**src/rtl/foo_reduce.sv**
```systemverilog
// -----------------------------------------------------------------------------
// foo_reduce
//
// Pipelined bitwise reduction combiner. Each accepted beat carries CHANNELS
// operands of WIDTH bits; the channels selected by in_mask are folded together
// with AND, OR or XOR. The result goes through one register stage (s1) and is
// then pushed into a DEPTH-entry FIFO drained by a valid/ready consumer.
//
// Ports
//   clk        rising-edge clock
//   reset      synchronous, active-high reset
//   in_valid   producer has a beat
//   in_ready   block can accept a beat this cycle (registered)
//   in_data    channel i at bits [i*WIDTH +: WIDTH]
//   in_mask    1 = channel i participates in the reduction
//   mode       00 AND, 01 OR, 10 XOR, 11 reserved (result 0, sets err)
//   out_valid  FIFO head is valid (registered)
//   out_ready  consumer takes the head this cycle
//   out_data   FIFO head result
//   count      FIFO occupancy
//   beats      accepted-beat counter, wraps modulo 2^BEATW
//   err        sticky flag: a reserved-mode beat was accepted
// -----------------------------------------------------------------------------
module foo_reduce #(
  parameter int WIDTH    = 8,
  parameter int CHANNELS = 4,
  parameter int DEPTH    = 4,
  parameter int BEATW    = 16
) (
  input  logic                         clk,
  input  logic                         reset,
  input  logic                         in_valid,
  output logic                         in_ready,
  input  logic [CHANNELS*WIDTH-1:0]    in_data,
  input  logic [CHANNELS-1:0]          in_mask,
  input  logic [1:0]                   mode,
  output logic                         out_valid,
  input  logic                         out_ready,
  output logic [WIDTH-1:0]             out_data,
  output logic [$clog2(DEPTH+1)-1:0]   count,
  output logic [BEATW-1:0]             beats,
  output logic                         err
);

  localparam int PTRW = $clog2(DEPTH);
  localparam int CNTW = $clog2(DEPTH+1);
  localparam logic [CNTW:0] DEPTH_W = DEPTH[CNTW:0];

  typedef enum logic [1:0] {
    MODE_AND  = 2'b00,
    MODE_OR   = 2'b01,
    MODE_XOR  = 2'b10,
    MODE_RSVD = 2'b11
  } mode_t;

  // Fold the masked channels with the selected operator. Unmasked channels
  // contribute nothing, so the accumulator starts at the operator identity.
  function automatic logic [WIDTH-1:0] reduce_fn(
    input logic [CHANNELS*WIDTH-1:0] data,
    input logic [CHANNELS-1:0]       mask,
    input logic [1:0]                op
  );
    logic [WIDTH-1:0] acc;
    case (op)
      MODE_AND: begin
        acc = {WIDTH{1'b1}};
        for (int i = 0; i < CHANNELS; i++) begin
          if (mask[i]) begin
            acc = acc & data[i*WIDTH +: WIDTH];
          end else begin
            acc = acc;
          end
        end
      end
      MODE_OR: begin
        acc = {WIDTH{1'b0}};
        for (int i = 0; i < CHANNELS; i++) begin
          if (mask[i]) begin
            acc = acc | data[i*WIDTH +: WIDTH];
          end else begin
            acc = acc;
          end
        end
      end
      MODE_XOR: begin
        acc = {WIDTH{1'b0}};
        for (int i = 0; i < CHANNELS; i++) begin
          if (mask[i]) begin
            acc = acc ^ data[i*WIDTH +: WIDTH];
          end else begin
            acc = acc;
          end
        end
      end
      MODE_RSVD: acc = {WIDTH{1'b0}};
      default:   acc = {WIDTH{1'b0}};
    endcase
    return acc;
  endfunction

  // State
  logic                 s1_valid_r;
  logic [WIDTH-1:0]     s1_data_r;
  logic [WIDTH-1:0]     mem_r [DEPTH];
  logic [PTRW-1:0]      wr_ptr_r;
  logic [PTRW-1:0]      rd_ptr_r;
  logic [CNTW-1:0]      count_r;
  logic [BEATW-1:0]     beats_r;
  logic                 err_r;
  logic                 in_ready_r;
  logic                 out_valid_r;

  // Next-state helpers
  logic                 accept_s;
  logic                 push_s;
  logic                 pop_s;
  logic [CNTW-1:0]      count_nxt_s;
  logic                 ready_nxt_s;
  logic                 out_valid_nxt_s;

  assign accept_s = in_valid & in_ready_r;
  // s1 always has a FIFO slot reserved for it by the credit rule, so the push
  // never needs to look at FIFO fullness.
  assign push_s   = s1_valid_r;
  assign pop_s    = out_valid_r & out_ready;

  // Occupancy after this edge; simultaneous push and pop leave it unchanged.
  always_comb begin
    count_nxt_s = count_r;
    case ({push_s, pop_s})
      2'b10:   count_nxt_s = count_r + CNTW'(1);
      2'b01:   count_nxt_s = count_r - CNTW'(1);
      default: count_nxt_s = count_r;
    endcase
  end

  // in_ready and out_valid are precomputed from the next register state so
  // that both leave the block straight from flops. s1_valid next equals
  // accept_s, which is why the credit term uses accept_s here.
  assign ready_nxt_s     = ({1'b0, count_nxt_s} + {{CNTW{1'b0}}, accept_s}) < DEPTH_W;
  assign out_valid_nxt_s = (count_nxt_s != {CNTW{1'b0}});

  // Stage 1: capture the reduced result of an accepted beat.
  always_ff @(posedge clk) begin
    if (reset) begin
      s1_valid_r <= 1'b0;
      s1_data_r  <= {WIDTH{1'b0}};
    end else begin
      s1_valid_r <= accept_s;
      if (accept_s) begin
        s1_data_r <= reduce_fn(in_data, in_mask, mode);
      end
    end
  end

  // FIFO storage; contents need no reset because the pointers gate them.
  always_ff @(posedge clk) begin
    if (push_s) begin
      mem_r[wr_ptr_r] <= s1_data_r;
    end
  end

  // FIFO pointers, occupancy and registered handshake flags. DEPTH is a power
  // of two, so the pointers wrap by natural overflow.
  always_ff @(posedge clk) begin
    if (reset) begin
      wr_ptr_r    <= {PTRW{1'b0}};
      rd_ptr_r    <= {PTRW{1'b0}};
      count_r     <= {CNTW{1'b0}};
      in_ready_r  <= 1'b1;
      out_valid_r <= 1'b0;
    end else begin
      if (push_s) begin
        wr_ptr_r <= wr_ptr_r + PTRW'(1);
      end
      if (pop_s) begin
        rd_ptr_r <= rd_ptr_r + PTRW'(1);
      end
      count_r     <= count_nxt_s;
      in_ready_r  <= ready_nxt_s;
      out_valid_r <= out_valid_nxt_s;
    end
  end

  // Accepted-beat counter and sticky reserved-mode flag.
  always_ff @(posedge clk) begin
    if (reset) begin
      beats_r <= {BEATW{1'b0}};
      err_r   <= 1'b0;
    end else begin
      if (accept_s) begin
        beats_r <= beats_r + BEATW'(1);
        if (mode == MODE_RSVD) begin
          err_r <= 1'b1;
        end
      end
    end
  end

  assign in_ready  = in_ready_r;
  assign out_valid = out_valid_r;
  assign out_data  = mem_r[rd_ptr_r];
  assign count     = count_r;
  assign beats     = beats_r;
  assign err       = err_r;

endmodule

```
**config.mk**
```make
export PLATFORM = sky130hd
export DESIGN_NAME = foo_reduce
export DESIGN_NICKNAME = d
export VERILOG_FILES = /design/src/rtl/foo_reduce.sv
export SDC_FILE = /design/constraint.sdc
export NUM_CORES = 1
export LEC_CHECK = 0
export ABC_CLOCK_PERIOD_IN_PS = 2100
export CAP_MARGIN = 10
export CELL_PAD_IN_SITES_DETAIL_PLACEMENT = 1
export CELL_PAD_IN_SITES_GLOBAL_PLACEMENT = 1
export CORE_ASPECT_RATIO = 0.6
export CORE_MARGIN = 2
export CORE_UTILIZATION = 40
export CTS_CLUSTER_SIZE = 20
export DETAILED_ROUTE_END_ITERATION = 8
export HOLD_SLACK_MARGIN = 0.12
export PLACE_DENSITY_LB_ADDON = 0.1
export SLEW_MARGIN = 20
export SYNTH_ARGS = -nofsm -noshare
export SYNTH_HDL_FRONTEND = slang
export SYNTH_SLANG_ARGS = --single-unit
```
**constraint.sdc**
```tcl
create_clock -name clk -period 2.1 [get_ports clk]
set_clock_uncertainty 0.15 [all_clocks]
set_input_delay 0.42 -clock clk [delete_from_list [all_inputs] [get_ports clk]]
set_output_delay 0.42 -clock clk [all_outputs]
set_load 0.005 [all_outputs]
```
# Word level (Yosys, flattened, before mapping)
# Memory sizes are Yosys's and may differ from the RTL's. A register that Yosys moved wholly into a read port is not among the register bits.
# Cells that the tools add are included.
# W data, S select, Z words.
dict set report totals {
  reg_bits 35
  ram_bits 32
  output_inout_bits 30
  elab_cells 80
  n_memories 1
}
# memory words word_bits rd rd_ports_with_merged_regs write_ports line
set mem_list {}
lappend mem_list {mem_r 4 8 1 1 1 104} ;# logic [WIDTH-1:0] mem_r [DEPTH];
dict set report op_classes {
  addsub 6
  magnitude_cmp 1
  eq_ne 5
  n_mux 44
  bitwise 11
  reduce_logical 3
}
# operator count
set ops {}
lappend ops {{$mux W8} 38}
lappend ops {{$pmux W8 S4} 1}
lappend ops {{$and A8 B8 Y8} 3}
lappend ops {{$or A8 B8 Y8} 3}
lappend ops {{$xor A8 B8 Y8} 3}
lappend ops {{$add A16 B1 Y16 const B} 1}
lappend ops {{$eq A2 B2 Y1 const B} 3}
lappend ops {{$pmux W3 S2} 1}
lappend ops {{$add A2 B1 Y2 const B} 2}
lappend ops {{$add A3 B1 Y4} 1}
lappend ops {{$eq A2 B1 Y1 const B} 2}
lappend ops {{$lt A4 B3 Y1 const B} 1}
lappend ops {{$mux W2} 2}
lappend ops {{$add A3 B1 Y3 const B} 1}
lappend ops {{$reduce_bool A3 Y1} 1}
lappend ops {{$sub A3 B1 Y3 const B} 1}
lappend ops {{$and A1 B1 Y1} 2}
lappend ops {{$logic_not A2 Y1} 1}
lappend ops {{$mux W1} 2}
lappend ops {{$reduce_and A2 Y1} 1}

# Logic depth before layout (Yosys ltp)
# Gate-level depths: netlist of run 1.
dict set report depth {
  ltp_word 17
  depth_mapped 9
  depth_no_buf 9
}

# Worst setup path after synthesis of run 1
# OpenSTA, ideal clock, no wires.
dict set report synth_timing {
  path_kind {in2reg}
  startpoint {input port out_ready}
  endpoint {register out_valid_r (netlist: out_valid)}
  arrival_ps 1730
  slack_ps 149
  stages 7
  path_buffers 0
  cell_sequence {and2_1 -> ha_1 -> inv_1 -> fa_1 -> nor3b_1 -> a31o_2 -> a21oi_1}
}
dict set report synth_via {
  elab_chain_len 4
}
# element line
set synth_rtl {}
lappend synth_rtl {{from (decl)} 38} ;# input logic out_ready,
lappend synth_rtl {{$and A1 B1 Y1 *} 125} ;# assign pop_s = out_valid_r & out_ready;
lappend synth_rtl {{$eq A2 B1 Y1 / $eq A2 B2 Y1 (equally long branches)} 130} ;# case ({push_s, pop_s})
lappend synth_rtl {{$pmux W3 S2 *} 130}
lappend synth_rtl {{$reduce_bool A3 Y1 *} 141} ;# assign out_valid_nxt_s = (count_nxt_s != {CNTW{1'b0}});
lappend synth_rtl {{to (signal assigned)} 181} ;# out_valid_r <= out_valid_nxt_s;
lappend synth_rtl {{to (decl)} 111} ;# logic out_valid_r;
# Every way passes the cells marked *; elsewhere a longest branch is shown, timed or not.
# A chain may end at the register's enable or synchronous reset.

==> qor.csv, run 1 <==
metric,value,unit
status,"complete, but fails checks",
violated checks,setup timing,
Total GRT Usage,22.8,%
fillcell total,955,
PwrDens,827,nW/um^2
Final HPWL DP,7.53,mm
number of synthesized flops with an enable pin,32,
clock period minus worst slack,2.14,ns
Unique masters post-synth,40,
"FF+latch count, synth",69,
period utilization,102,%
largest net degree at the start of global routing,36,
TritonCTS clock tree,done,
"most used cell, CP",buf_12,
P&R area growth vs syn,44.5,%
GPL Wtd Cong,0.861,
Clock Sinks,69,
crit path cell chain,buf_12 -> buf_12 -> mux4_2 -> buf_6,
"Seq/Total Area, Yosys",48.1,%
worst endpoint data arrival time,1.57,ns
DRC viols,0,
full die area,9640,um^2
f_max,468,MHz
Worst-path clk slew,0.06,ns
crit-path max FO,5,
CTS buffer count,9,
first-pass GRT wire length,17.2,mm
initial antenna violation count,0,
CP Buf/Inv Count,3,
Core Area,8560,um^2
Iteration-0 DRC Markers,161,
worst skew pair latency,0.34,ns
share of post-route cells with drive strength above 1,20.7,%
via count,3012,
Pleak,1.95,nW
Post-DRT Antenna Nets,0,
worst path required time,1.53,ns
element type at the critical path end,primary output,
unrepaired setup endpoints after global routing,true,
Syn Nets,398,
dpl ws,-0.339,ns
slew margin rel.,65.7,%
Die Ht,76.9,um
Final nets,511,
Register Area,1700,um^2
Ports,72,
Post-Synthesis Cells,341,
Die X,125,um
Main synth FF type,dfxtp_1,
"CP delay by family, top",multiplexers,
area occupied by multi-input gates,1720,um^2
row cnt,26,
drt pass-1 iters,5,
mapped cell area,3540,um^2
worst setup path class,register to primary output,
Avg Inst Size Synth,10.4,um^2
Detailed Route WL,10.2,mm
Overflow after GRT,0,
asr flop ratio synth,0,%
H-tree depth,3,
ANT cells,0,
IO Port Bufs,71,
Setup Viol. Count Final,6,
CP startpoint kind,register,
Via density,5.27,
post-route worst setup slack,-0.0366,ns
Initial Utilization,41.4,%
MaxCap Viol Count,0,
worst hold path class,register to register,
Hold Slack,0.337,ns
"commonest non-fill, non-tap cells in the layout","clkdlybuf4s50_1 (62), nand2_1 (39), buf_4 (38), nor2_1 (37), dfxtp_1 (36)",
"leading cell type in the layout, fill and taps excluded",clkdlybuf4s50_1,
Worst Tran Pin Value,0.515,ns
number of global-route vias before repair,3375,
slowest cell delay on critical path,0.51,ns
"Hold Vio Cnt, Final",0,
post-DR wirelength/cell,17.9,um
peak supply drop,452,uV
Clock Path Buffers,2,
Synth Warn #,0,
clk root buf,clkbuf_16,
Slew Limit Fails,0,
Critical-path top delay cell,mux4_2,
## registers in the layout (all words and copies together), names as in the netlist, named ones only
| register | flops |
|---|---|
| rd_ptr_r | 2 |
| err | 1 |
| beats | 16 |
| wr_ptr_r | 2 |
| push_s | 1 |
| out_valid | 1 |
| mem_r | 32 |
| count | 3 |
| in_ready | 1 |
| s1_data_r | 8 |
## per-layer routing
| layer | up-vias | track usage [%] | routed length [um] |
|---|---|---|---|
| li1 | 1447 | - | - |
| met1 | 1485 | 29.9 | 4730 |
| met2 | 73 | 37.9 | 4880 |
| met3 | 7 | 5.93 | 546 |
| met4 | 0 | 5.33 | 78 |
| met5 | - | 0 | 0 |
## synth_stat cells (8+ instances only)
library cell  instances  area (um^2)
o221ai_1              8         70.1
nand2_1              39          146
o22ai_1               8         50.1
nor3_1                8         40.0
ha_1                 14          175
edfxtp_1             32          961
mux4_2                8          180
nor2_1               37          139
xor2_1               20          175
dfxtp_1              37          741
a211oi_1              8         60.1
xnor2_1              17          149
clkbuf_1              9         33.8
inv_1                20         75.1
o21ai_0               8         40.0
## final timing paths
path	startpoint	end	slack (ns)	cells after the start
min	err$_SDFFE_PP0P_	err$_SDFFE_PP0P_	0.34	2
max	register	out_data[2]	-0.04	4
max reg2reg	out_valid$_SDFF_PP0_	in_ready$_SDFF_PP1_	0.21	9
min reg2reg	err$_SDFFE_PP0P_	err$_SDFFE_PP0P_	0.34	2
## where the power goes
group	switching, W	total, W	internal [W]
registers	0.0000852	0.00161	0.00153
clock network	0.000572	0.00161	0.00104
logic	0.000442	0.00101	0.000567
## worst reg2reg max path, delay by kind of cell, from the launching register on
kind,cells,cell delay [ns]
AO/OA/AOI/OAI,1,0.05
adder cells (fa/ha/maj),2,0.49
flip-flops,1,0.33
AND/OR/NAND/NOR,3,0.46
buffers and inverters,1,0.04
XOR/XNOR,2,0.27
## kinds of logic (layout without fill, tap and decap cells)
group                      count (synthesis)  in the layout  synth area share (%)
and+or+nand+nor                          117            117                  15.4
adders and majority gates                 15             15                  5.52
muxes                                      9              9                  5.37
xor gates and xnor gates                  37             37                  9.16
AOI/OAI and AO/OA                         57             57                  11.7
buffers and inverters                     37            155                  4.70
DFF                                       69             69                  48.1
## per-stage QoR
| stage | total power, W | area, um^2 | TNS, ns | instances | utilization (%) |
|---|---|---|---|---|---|
| after global placement | 0.00254 | 4720 | -2.59 | 551 | 55.1 |
| after detailed placement | 0.00258 | 4720 | -3.44 | 551 | 55.1 |
| after global routing | 0.00443 | 5110 | -0.427 | 571 | 59.8 |
| final | 0.00423 | 5110 | -0.147 | 571 | 59.8 |
| after floorplan | 0.00208 | 3540 | 0 | 341 | - |
| after CTS | 0.00421 | 5050 | -0.265 | 570 | 59.0 |
## timing repair
item                                    4_1_cts  5_1_grt
pin swaps                                     0        6
setup buffers                                 3        1
hold buffers                                  0        0
endpoints found under the setup margin        8       15
resized for setup                            34       15
## layout make-up
cell class / instances / share of cell area [%]
multi-input combinational: 235 / 33.6
sequential: 69 / 33.3
timing repair buffer: 119 / 22.7
clock buffer: 10 / 4.48
tap: 112 / 2.74
clock inverter: 6 / 1.71
inverter: 20 / 1.47
Note: power is estimated with default switching activity, not from simulation.
==> run 2: changes to the inputs <==
Settings changed: ABC_CLOCK_PERIOD_IN_PS 2100 to 1820, CORE_UTILIZATION 40 to 36.
Clock period 2.1 ns to 1.82 ns, I/O delays scaled along.
==> qor.csv, run 2 (synthesis results as in run 1) <==
metric,value,unit,change
slowest cell delay on critical path,0.53,ns,+0.02 ns
Overflow after GRT,0,,unchanged
first-pass GRT wire length,16.3,mm,-5.3%
Detailed Route WL,9.91,mm,-3.1%
row cnt,27,,+3.8%
CTS buffer count,9,,unchanged
f_max,501,MHz,
period utilization,110,%,
share of post-route cells with drive strength above 1,27.3,%,+6.6 points
clk root buf,clkbuf_16,,
CTS Hold Bufs,0,,unchanged
Critical-path top delay cell,mux4_2,,
fillcell total,1040,,+8.9%
Core Area,9360,um^2,+9.4%
"leading cell type in the layout, fill and taps excluded",buf_4,,
DRC viols,0,,unchanged
worst endpoint data arrival time,1.48,ns,-0.09 ns
crit path cell chain,buf_12 -> mux4_2 -> buf_2,,
worst path required time,1.31,ns,-0.22 ns
IO Port Bufs,71,,unchanged
Slew Limit Fails,0,,unchanged
initial antenna violation count,0,,unchanged
worst setup path class,register to primary output,,
Initial Utilization,37.8,%,-3.5 points
Worst-path clk slew,0.05,ns,about the same
DP Cell Count,584,,+6.0%
unrepaired setup endpoints after global routing,true,,
Total GRT Usage,19.9,%,-2.9 points
Clock Sinks,69,,unchanged
status,"complete, but fails checks",,
PwrDens,871,nW/um^2,+5.3%
crit-path max FO,8,,+3
drt pass-1 iters,4,,-1
Worst Tran Pin Value,0.466,ns,-0.0488 ns
Die Ht,80.8,um,+5.1%
post-route worst setup slack,-0.176,ns,-0.140 ns
element type at the critical path end,primary output,,
worst skew pair latency,0.33,ns,about the same
post-DR wirelength/cell,16.5,um,-8.0%
violated checks,setup timing,,
H-tree depth,3,,unchanged
MaxCap Viol Count,0,,unchanged
ANT cells,0,,unchanged
Post-DRT Antenna Nets,0,,unchanged
max reg flops,32,,unchanged
"commonest non-fill, non-tap cells in the layout","buf_4 (54), clkdlybuf4s50_1 (52), nand2_1 (39), nor2_1 (35), edfxtp_1 (32)",,
TritonCTS clock tree,done,,
dpl ws,-0.598,ns,-0.259 ns
Setup Viol. Count Final,9,,+3
largest net degree at the start of global routing,36,,unchanged
CP Buf/Inv Count,2,,-1
Final nets,524,,+2.5%
Die X,132,um,+5.2%
"CP delay by family, top",multiplexers,,
Iteration-0 DRC Markers,105,,-35%
Ports,72,,unchanged
Clock Path Buffers,2,,unchanged
total power,0.00458,W,+8.2%
P&R area growth vs syn,48.5,%,
Reg with most FFs,mem_r,,
Final Non-Filler Cells,602,,+5.4%
via count,3034,,+0.73%
CP startpoint kind,register,,
clock period minus worst slack,2.00,ns,
GPL Wtd Cong,0.838,,-2.6%
Layout Utilization,56.1,%,-3.6 points
Via density,5.04,,-4.5%
number of global-route vias before repair,3205,,-5.0%
peak supply drop,473,uV,+4.7%
worst hold path class,register to register,,
Final HPWL DP,7.52,mm,-0.13%
Pleak,2.12,nW,+9.1%
"Hold Vio Cnt, Final",0,,unchanged
full die area,10700,um^2,+11%
R2R setup slack,-0.06,ns,-0.27 ns
slew margin rel.,68.9,%,+3.3 points
-- run 2: changes by cell type in the layout (fill, tap and decap cells not counted), sizes merged --
cell	previous run	this run
clkinv	4	2
dlygate4sd2	0	4
dlymetal6s2s	1	7
buf	55	69
clkdlybuf4s50	62	52
clkbuf	11	14
bufinv	2	0
-- run 2: worst paths after layout --
path                                            from             endpoint  cells past startpoint
worst max-delay path                        register          out_data[5]                      3
worst min-delay path                err$_SDFFE_PP0P_     err$_SDFFE_PP0P_                      2
worst max register to register  out_valid$_SDFF_PP0_  in_ready$_SDFF_PP1_                      9
worst min register to register      err$_SDFFE_PP0P_     err$_SDFFE_PP0P_                      2
-- run 2: metrics by stage --
step	hold slack, ns	cell area [um^2]	setup TNS (ns)
after floorplan	0.311	3560	-0.0415
after global placement	0.316	4870	-8.58
after detailed placement	0.333	4870	-9.99
after CTS	0.355	5130	-1.41
after global routing	0.382	5250	-1.95
final	0.369	5250	-1.22
-- run 2: timing repair --
item	CTS	global route
gates resized for setup	50	28
setup buffers	1	1
setup endpoints to repair	29	33
pin swaps	10	10
-- run 2: power by group --
| group | total, W | switching, W | internal (W) |
|---|---|---|---|
| Clock | 0.00154 | 0.000585 | 0.000954 |
| Combinational | 0.00118 | 0.000522 | 0.000658 |
| Sequential | 0.00186 | 0.0000903 | 0.00177 |
| Total | 0.00458 | 0.00120 | 0.00338 |
-- run 2: layout make-up --
class | instances | area [um^2] | share of cell area, %
Clock buffer | 14 | 254 | 4.83
Clock inverter | 2 | 10.0 | 0.191
Inverter | 20 | 75.1 | 1.43
Multi-Input combinational cell | 235 | 1800 | 34.3
Sequential cell | 69 | 1720 | 32.7
Tap cell | 130 | 163 | 3.10
Timing Repair Buffer | 132 | 1230 | 23.5
-- run 2: per-layer routing --
layer	up-vias	part of all wire (%)	global-route usage (%)
li1	1469	-	-
met1	1503	51	27.4
met2	50	45	31.4
met3	12	3.5	5.31
met4	0	0.83	5.00
met5	-	0	0
-- run 2: worst reg2reg max path: stages (launching register included) --
cell	delay [ns]
dfxtp_2	0.33
and2_4	0.15
ha_4	0.12
inv_2	0.04
fa_2	0.33
xor2_1	0.14
nor2_1	0.19
xnor2_2	0.13
nor2_2	0.14
a21oi_2	0.04
==> run 3: changes to the inputs <==
Settings changed: ABC_CLOCK_PERIOD_IN_PS 1820 to 2100, CORE_UTILIZATION 36 to 40.
Clock period 1.82 ns to 2.1 ns, I/O delays scaled along.
==> results of run 3 <==
Same layout as run 1: the final DEF is identical, and so are final timing and power.
